`src/rtl/answer_timer.sv`:
```
// Loadable down-counter for the per-question time limit; expired is high
// while the count sits at zero.
module answer_timer #(
  parameter int unsigned Width = 10
) (
  input  logic             tick,
  input  logic             reset,
  input  logic             load,
  input  logic             en,
  input  logic [Width-1:0] load_val,
  output logic             expired
);

  logic [Width-1:0] cnt_q, cnt_d;

  always_comb begin
    cnt_d = cnt_q;
    if (load) begin
      cnt_d = load_val;
    end else if (en && (cnt_q != '0)) begin
      cnt_d = cnt_q - 1'b1;
    end
  end

  always_ff @(posedge tick) begin
    if (reset) begin
      cnt_q <= '0;
    end else begin
      cnt_q <= cnt_d;
    end
  end

  assign expired = (cnt_q == '0);

endmodule

```
`config.mk`:
```
export PLATFORM = sky130hd
export DESIGN_NAME = answer_timer
export DESIGN_NICKNAME = d
export VERILOG_FILES = /design/src/rtl/answer_timer.sv
export SDC_FILE = /design/constraint.sdc
export NUM_CORES = 1
export LEC_CHECK = 0
export BUFFER_PORTS_ARGS = -buffer_cell sky130_fd_sc_hd__clkbuf_2
export CORE_AREA = 2 2 39 41
export CTS_BUF_LIST = sky130_fd_sc_hd__clkbuf_4 sky130_fd_sc_hd__clkbuf_8
export DETAILED_ROUTE_END_ITERATION = 12
export DIE_AREA = 0 0 41 43
export GPL_ROUTABILITY_DRIVEN = 1
export PLACE_DENSITY = 0.76
export REMOVE_ABC_BUFFERS = 1
export SKIP_CTS_REPAIR_TIMING = 1
export SYNTH_ARGS = -nofsm -noshare
export SYNTH_HDL_FRONTEND = slang
export SYNTH_SLANG_ARGS = --single-unit
```
`constraint.sdc`:
```
create_clock -name tick -period 2.9 [get_ports tick]
set_input_delay 0.29 -clock tick [delete_from_list [all_inputs] [get_ports tick]]
set_output_delay 0.29 -clock tick [all_outputs]
set_load 0.02 [all_outputs]
```
==> flow_metrics.env <==
export IMPL_syn_inst=72
export IMPL_cp_max_fo=6
export IMPL_worst_ep_arrival_time_ns=1.92
export IMPL_cts_tree="built"
export IMPL_die_y_um=43
export IMPL_overflow=0
export IMPL_insertion_delay_ns=0.28
export IMPL_met3_length_um=41
export IMPL_setup_violations=0
export IMPL_maxCapViolCount=0
export IMPL_setup_ws_ns=0.694
export IMPL_synth_top_cell_by_area="dfxtp_1"
export IMPL_drive_gt1_share_pct=31.0
export IMPL_top_regs="cnt_q x10"
export IMPL_clock_sinks=10
export IMPL_slew_headroom_pct=75.5
export IMPL_rows=14
export IMPL_grt_pass1_wl_um=1990
export IMPL_initial_core_util_pct=45.3
export IMPL_dpl_hpwl_um=949
export IMPL_cp_slowest_cell="or4b_4"
export IMPL_ios=15
export IMPL_cts_buffers=3
export IMPL_synth_ff_type="dfxtp_1"
export IMPL_worst_pin_slew_ns=0.365
export IMPL_io_buffers=14
export IMPL_grt_start_max_net_pins=13
export IMPL_gp_congestion=0.746
export IMPL_final_max_slew_violation_count=0
export IMPL_synth_seq_cells=10
export IMPL_cts_root_buffer="clkbuf_4"
export IMPL_fin_worst_skew_ns=0.000633
export IMPL_cts_max_path_buffers=2
export IMPL_synth_distinct_cells=33
export IMPL_top_register="cnt_q"
export IMPL_critPathRequiredTime_ns=2.61
export IMPL_drt_iter0_drc=15
export IMPL_synthArstFlopShare_pct=0
export IMPL_core_um2=1380
export IMPL_hold_class="in -> reg"
export IMPL_post_place_ws_ns=0.994
export IMPL_largest_reg_flops=10
export IMPL_rsz0062_at_grt="no"
export IMPL_drt_antenna_violating_nets=0
export IMPL_area_delta_synth_final_pct=18.4
export IMPL_yosysMostFrequentCell="dfxtp_1"
export IMPL_fin_nets=103
export IMPL_netlist_area_leader_share_pct=31.9
export IMPL_fin_crit_ns=2.21
export IMPL_die_area_um2=1760
export IMPL_die_w_um=41
export IMPL_power_leakage_uw=0.000304
export IMPL_avgSynthCellArea_um2=8.71
export IMPL_num_antenna_cells=0
export IMPL_startpoint_type="flip-flop"
export IMPL_wirelength_met1_um=618
export IMPL_wl_met2_um=564
export IMPL_max_freq_ghz=0.453
export IMPL_min_period_over_period_pct=76.1
export IMPL_fin_setup_tns_ns=0
export IMPL_hold_violations=0
export IMPL_path_cells="inv_1, ha_1, or4b_4, nor3_2, clkbuf_2"
export IMPL_path_clk_slew_ns=0.07
export IMPL_synth_seq_area_share_pct=31.9
export IMPL_track_usage_pct=16.7
export IMPL_critPathMaxStageDelay_ns=0.50
export IMPL_synth_area_leaders="dfxtp_1 32%, nor2_1 4.8%, inv_1 4.2%"
export IMPL_yosys_warnings=0
export IMPL_ctsHtreeMaxLevel=1
export IMPL_syn_area_um2=627
export IMPL_status="complete, no violations"
export IMPL_power_density_nw_per_um2=514
export IMPL_vias=568
export IMPL_crit_type="reg -> out"
export IMPL_routed_top_layer="met4"
export IMPL_antenna_found_initial=0
export IMPL_drt_vias_per_instance=5.51
export IMPL_synthTopCellsByCount="10 x dfxtp_1, 8 x nor2_1, 7 x inv_1, 5 x a21oi_1"
export IMPL_routedWlPerCell_um=12.1
export IMPL_drt_wl_total_um=1250
export IMPL_grt_pass1_vias=487
export IMPL_drt_first_pass_iters=4
export IMPL_synth_edf_count=0
export IMPL_drc=0
export IMPL_critPathCaptureType="primary output"
export IMPL_worst_ir_drop_vdd_mv=0.303
-- per-stage QoR --
stage               util [%]  instance area (µm²)  hold slack [ns]  total power (µW)  std cells
floorplan                  -                  616            0.355               226         69
global placement        51.0                  706            0.534               249         99
detailed placement      51.0                  706            0.542               252         99
CTS                     53.6                  742            0.252               383        103
global route            53.6                  742            0.259               399        103
finish                  53.6                  742            0.248               382        103
-- power breakdown --
part | switching (µW) | internal (µW)
logic | 42.9 | 41.6
registers | 14.9 | 149
clock network | 56.6 | 76.4
-- cell type report --
cell class	count	area [µm²]
Clock buffer	4	36.3
Fill cell	144	642
Inverter	7	26.3
Multi-Input combinational cell	52	389
Sequential cell	10	200
Tap cell	16	20.0
Timing Repair Buffer	14	70.1
-- critical path, delay by kind of cell, from the launching register on --
kind                       cells  cell delay, ns
adders and majority gates      1            0.20
DFF                            1            0.32
and+or+nand+nor                2            0.78
buffers and inverters          2            0.33
-- cells in the final DEF (no fill, tap or decap), types with 3 or more instances in the layout --
cell      netlist  routed
a21oi_1         5       5
a221oi_1        3       3
clkbuf_2        0      14
clkbuf_4        0       3
dfxtp_1        10      10
inv_1           7       7
nand2_1         3       3
nor2_1          8       8
or3_1           3       3
-- layer usage --
layer | GRT usage (%) | vias up
met2 | 24.1 | 14
met5 | 0 | -
met3 | 4.71 | 2
li1 | - | 302
met4 | 8.00 | 0
met1 | 22.1 | 250
-- worst paths after layout --
check	start	cells after the start	endpoint	slack, ns
hold reg to reg	cnt_q[1]	2	cnt_q[1]	0.56
setup / recovery	cnt_q[0]	5	expired	0.69
hold / removal	load_val[3]	3	cnt_q[3]	0.25
setup reg to reg	cnt_q[0]	6	cnt_q[5]	1.01
-- cells by family after synthesis --
family / count (synthesis) / share of synthesized area, %
buffers and inverters: 10 / 5.99
muxes: 2 / 3.19
and+or+nand+nor: 28 / 28.1
AOI/OAI and AO/OA: 20 / 27.3
adders and majority gates: 1 / 2.00
xor gates and xnor gates: 1 / 1.40
DFF: 10 / 31.9
Note: power is estimated with default switching activity, not from simulation.
